`src/rtl/timer_arbiter.sv`:
```
// Round-robin arbiter sharing one prescaled down-counting interval timer among N requesters.
// Define TIMER_ARB_ABORT_EN to add the abort input that cancels a running interval.
module timer_arbiter #(
  parameter int N = 4,
  parameter int W = 8,
  parameter int PRESCALE = 1,
  localparam int ID_W = (N > 1) ? $clog2(N) : 1
) (
  input  logic            clk,
  input  logic            rst_n,
  input  logic [N-1:0]    req,
  input  logic [N*W-1:0]  dur,
`ifdef TIMER_ARB_ABORT_EN
  input  logic            abort,
`endif
  output logic [N-1:0]    gnt,
  output logic [ID_W-1:0] gnt_id,
  output logic [N-1:0]    done,
  output logic            busy,
  output logic [W-1:0]    count
);

  localparam int PSC_W = (PRESCALE > 1) ? $clog2(PRESCALE) : 1;
  localparam logic [PSC_W-1:0] PSC_LAST = PSC_W'(PRESCALE - 1);
  localparam logic [N-1:0] ONE_N = {{(N-1){1'b0}}, 1'b1};

  typedef enum logic [1:0] {
    ST_IDLE = 2'd0,
    ST_RUN  = 2'd1,
    ST_DONE = 2'd2
  } state_t;

  state_t          state_r, state_s, run_state_s;
  logic [N-1:0]    gnt_r, gnt_s, done_r;
  logic [ID_W-1:0] gnt_id_r, gnt_id_s, last_r, last_s, win_s;
  logic [W-1:0]    count_r, count_s, run_count_s, win_dur_s;
  logic [PSC_W-1:0] psc_r, psc_s, run_psc_s;
  logic            busy_r, tick_s;

  // First requester at or after last+1, wrapping; returns last when nothing is pending.
  function automatic logic [ID_W-1:0] rr_pick(input logic [N-1:0] r, input logic [ID_W-1:0] last);
    logic [ID_W-1:0] win;
    logic            found;
    int              idx;
    win   = last;
    found = 1'b0;
    for (int k = 1; k <= N; k++) begin
      idx   = (int'(last) + k) % N;
      win   = (!found && r[ID_W'(idx)]) ? ID_W'(idx) : win;
      found = found | r[ID_W'(idx)];
    end
    return win;
  endfunction

  assign win_s     = rr_pick(req, last_r);
  assign win_dur_s = W'(dur >> (int'(win_s) * W));

  // Counting step while running; the 1->0 decrement marks the terminal tick.
  assign tick_s      = (psc_r == PSC_LAST);
  assign run_psc_s   = tick_s ? {PSC_W{1'b0}} : psc_r + PSC_W'(1'b1);
  assign run_count_s = (tick_s && count_r != {W{1'b0}}) ? count_r - W'(1'b1) : count_r;
  assign run_state_s = (tick_s && count_r == W'(1'b1)) ? ST_DONE : ST_RUN;

  // Next-state and next-output logic.
  always_comb begin
    state_s  = state_r;
    gnt_s    = gnt_r;
    gnt_id_s = gnt_id_r;
    last_s   = last_r;
    count_s  = count_r;
    psc_s    = psc_r;
    case (state_r)
      ST_IDLE: begin
        if (|req) begin
          gnt_s    = ONE_N << win_s;
          gnt_id_s = win_s;
          last_s   = win_s;
          count_s  = win_dur_s;
          psc_s    = {PSC_W{1'b0}};
          state_s  = (win_dur_s != {W{1'b0}}) ? ST_RUN : ST_DONE;
        end else begin
          gnt_s = {N{1'b0}};
        end
      end
      ST_RUN: begin
`ifdef TIMER_ARB_ABORT_EN
        // Abort beats a terminal tick landing in the same cycle.
        if (abort) begin
          state_s = ST_IDLE;
          gnt_s   = {N{1'b0}};
          count_s = {W{1'b0}};
          psc_s   = {PSC_W{1'b0}};
        end else begin
          state_s = run_state_s;
          count_s = run_count_s;
          psc_s   = run_psc_s;
        end
`else
        state_s = run_state_s;
        count_s = run_count_s;
        psc_s   = run_psc_s;
`endif
      end
      ST_DONE: begin
        state_s = ST_IDLE;
        gnt_s   = {N{1'b0}};
      end
      default: begin
        state_s = ST_IDLE;
        gnt_s   = {N{1'b0}};
      end
    endcase
  end

  // State and registered outputs; done and busy are derived from the state being entered.
  always_ff @(posedge clk or negedge rst_n) begin
    if (!rst_n) begin
      state_r  <= ST_IDLE;
      gnt_r    <= {N{1'b0}};
      gnt_id_r <= {ID_W{1'b0}};
      last_r   <= ID_W'(N - 1);
      count_r  <= {W{1'b0}};
      psc_r    <= {PSC_W{1'b0}};
      done_r   <= {N{1'b0}};
      busy_r   <= 1'b0;
    end else begin
      state_r  <= state_s;
      gnt_r    <= gnt_s;
      gnt_id_r <= gnt_id_s;
      last_r   <= last_s;
      count_r  <= count_s;
      psc_r    <= psc_s;
      done_r   <= (state_s == ST_DONE) ? gnt_s : {N{1'b0}};
      busy_r   <= (state_s != ST_IDLE);
    end
  end

  assign gnt    = gnt_r;
  assign gnt_id = gnt_id_r;
  assign done   = done_r;
  assign busy   = busy_r;
  assign count  = count_r;

endmodule

```
`config.mk`:
```
export PLATFORM = sky130hd
export DESIGN_NAME = timer_arbiter
export DESIGN_NICKNAME = d
export VERILOG_FILES = /design/src/rtl/timer_arbiter.sv
export SDC_FILE = /design/constraint.sdc
export NUM_CORES = 1
export LEC_CHECK = 0
export BUFFER_PORTS_ARGS = -buffer_cell sky130_fd_sc_hd__buf_2
export CORE_ASPECT_RATIO = 0.75
export CORE_MARGIN = 8
export CORE_UTILIZATION = 35
export DETAILED_ROUTE_END_ITERATION = 10
export GPL_ROUTABILITY_DRIVEN = 0
export PLACE_DENSITY = 0.58
export SYNTH_ARGS = -nofsm -noshare
export SYNTH_HDL_FRONTEND = slang
export SYNTH_SLANG_ARGS = --single-unit
```
`constraint.sdc`:
```
create_clock -name clk -period 2.4 [get_ports clk]
set_input_delay 0.24 -clock clk [delete_from_list [all_inputs] [get_ports clk]]
set_output_delay 0.24 -clock clk [all_outputs]
set_load 0.05 [all_outputs]
```
==> results.cfg <==
[status]
status = complete, no violations

[sta]
max_slew_margin = 0.6151
rsz0062_at_grt = true
worst_pin_slew_ps = 574.2
finalHoldViolCount = 0
post-route-min-period_ps = 2363
drv_slew = 0
fin_crit_sh = 0.9844
fin_skew_ps = 2.452
fmax_mhz = 423.3
setup_viol = 0

[cells_and_area]
antennaDiodeCount = 0
finalInstanceArea_sq_um = 2325
fillers = 383
regArea_sq_um = 578.1
multi_input_area_sq_um = 1028
nNetsFinal = 295
layout-drive-gt1-share = 0.4764
area_delta_synth_final_pct = 52.30

[pwr]
p_leak_uw = 0.001091
p_comb_frac = 0.715
swShare = 0.5115
power.total_uw = 3338
power_frac_clock = 0.073
seq_power_share = 0.212
irDropWorstVdd_v = 0.001002
p_int_uw = 1631
power_switching_uw = 1707
pwr_density_cell_nw_per_um2 = 1436

[route]
totalWireLength_microns = 4978
via_count = 1674
dr.pass1.iters = 4
routedWlPerCell_microns = 16.11
antenna_left = 0
vias_per_cell = 5.417
drt_iter0_markers = 86
drc_errors = 0

[place]
dpl_cell_area_sq_um = 2049
io_buffers = 56
dp_hpwl_microns = 3680

[grt]
grt_pass1_wl_microns = 8224
antenna_found_initial = 0
grt_pass1_vias = 1687
gr-total-overflow = 0
grt_max_degree = 24
grt_usage = 0.1472

[logic_synthesis]
synth_cell_type_count = 41
ys_seq_area_frac = 0.3787
synthTopCellsByCount = nor2_1 (22), dfrtp_1 (21), a21boi_0 (16), a221oi_1 (13), a21oi_1 (12)
ys_warn_count = 0
async_reset_ff_frac = 1.000
synth_ff_type = dfrtp_1
netlist_area_sq_um = 1526
synth.most_common_cell = nor2_1
synthCells = 172
synth_top_area_share = 0.3443
yosys.area.top_type = dfrtp_1
syn_area_per_cell_sq_um = 8.875
syn_nets = 212
ys_top_cells_by_area = dfrtp_1 (34%), a21boi_0 (7.9%), a221oi_1 (7.5%)
synth_seq_cells = 23
synth-edff-count = 0

[clock_tree]
cts_buffers = 3
h-tree-depth = 1
clk_path_buf_depth = 2
clkSlewWorstSetupHoldPaths_ps = 80
cts_tree = done
cts.root.buffer_cell = clkbuf_8
clock_sinks = 23
clkLatencyLatePin_ps = 260

[floorplan]
rows = 20
die_w_microns = 92.26
start_util = 0.3697
die_area_sq_um = 6752
io_pins = 57
core_sq_um = 4129
die_height_microns = 73.19

[min_path]
hp-class = input port to async pin

[critical_path]
worstPathArrival_ps = 2560
r2r_setup_slack_ps = 40
worstPathRequired_ps = 2600
worstSetupEndpointType = flop
cp_max_fo = 19
cp-start-kind = flop
critPathKind = flop to flop

[job]
max-cap-violations = 0
[placed cells by master, fill, tap and decap left out, drive strengths merged, types with 3 or more instances in the layout]
cell    count
o22ai       5
nor3        6
nor2       22
o21ai      10
clkbuf      3
nor4        4
a221oi     16
buf        91
inv         5
dfrtp      21
a21oi      13
o31ai       4
nand2       6
a21boi     16
[state kept, by name (all words and copies together) (netlist names)]
register  count
last_r        2
count         8
gnt           4
done          4
busy          1
state_r       2
gnt_id        2
[per-layer routing]
metal / global-route usage / part of all wire
met2: 0.2278 / 0.47
met3: 0.04008 / 0.064
met5: 0 / 0
met1: 0.1992 / 0.45
met4: 0.02847 / 0.0096
[path summary, 6_finish.rpt]
kind,from,end,cells after the start
hold / removal,rst_n,count[7]$_DFFE_PN0P_,2
setup / recovery,last_r[1]$_DFFE_PN1P_,done[1]$_DFF_PN0_,9
min in group clk,gnt_id[1]$_DFFE_PN0P_,gnt_id[1]$_DFFE_PN0P_,1
max in group asynchronous,rst_n,last_r[1]$_DFFE_PN1P_,2
hold reg to reg,gnt_id[1]$_DFFE_PN0P_,gnt_id[1]$_DFFE_PN0P_,1
setup reg to reg,last_r[1]$_DFFE_PN1P_,done[1]$_DFF_PN0_,9
[area by class of cell]
cell class,instances,share of cell area
clock inverter,1,0.003229
timing repair buffer,92,0.2503
inverter,5,0.008073
tap,55,0.02960
clock buffer,3,0.01776
multi-input combinational,130,0.4424
sequential,23,0.2487
[logic make-up (layout without fill, tap and decap cells)]
kind of cell    Yosys count  in the layout  synth area share
compound gates           76             76            0.3648
fa+ha+maj                 2              2           0.01639
buf+inv                  19            101           0.06229
flops                    23             23            0.3787
mux                       2              2           0.01557
simple gates             50             50            0.1623
[worst max-delay path, stage by stage (launching register included)]
cell and delay (ps):
dfstp_2 570, mux2i_1 100, a221o_1 360, buf_12 180
a221oi_4 320, o22ai_2 130, nor4_2 270, buf_4 170
a21oi_4 70, nor2_1 120
[power by group through the flow]
stage / sequential (uW) / clock, uW / combinational [uW]
2_1_floorplan: 1090 / 0 / 989
3_3_place_gp: 713 / 0 / 2050
3_5_place_dp: 715 / 0 / 2060
4_1_cts: 707 / 253 / 2250
5_1_grt: 731 / 269 / 2580
6_report: 709 / 243 / 2390
[per-stage QoR]
step | cells | utilization | worst slack, ps | TNS (ps) | hold slack [ps]
after detailed placement | 299 | 0.4964 | -148.8 | -774.1 | 251.0
after CTS | 307 | 0.5439 | 13.73 | 0 | 449.9
after global routing | 309 | 0.5630 | -102.0 | -471.2 | 523.9
final | 309 | 0.5630 | 37.38 | 0 | 478.6
after floorplan | 172 | - | 58.64 | 0 | -55.59
after global placement | 299 | 0.4964 | -50.53 | -224.1 | 238.0
[repair_timing]
item	CTS	global route
setup endpoints to repair	6	6
hold endpoints to repair	21	0
hold buffers	1	0
pin swaps	3	9
resized for setup	16	14
setup buffers	3	2
Power figures use the tool's default switching activity.
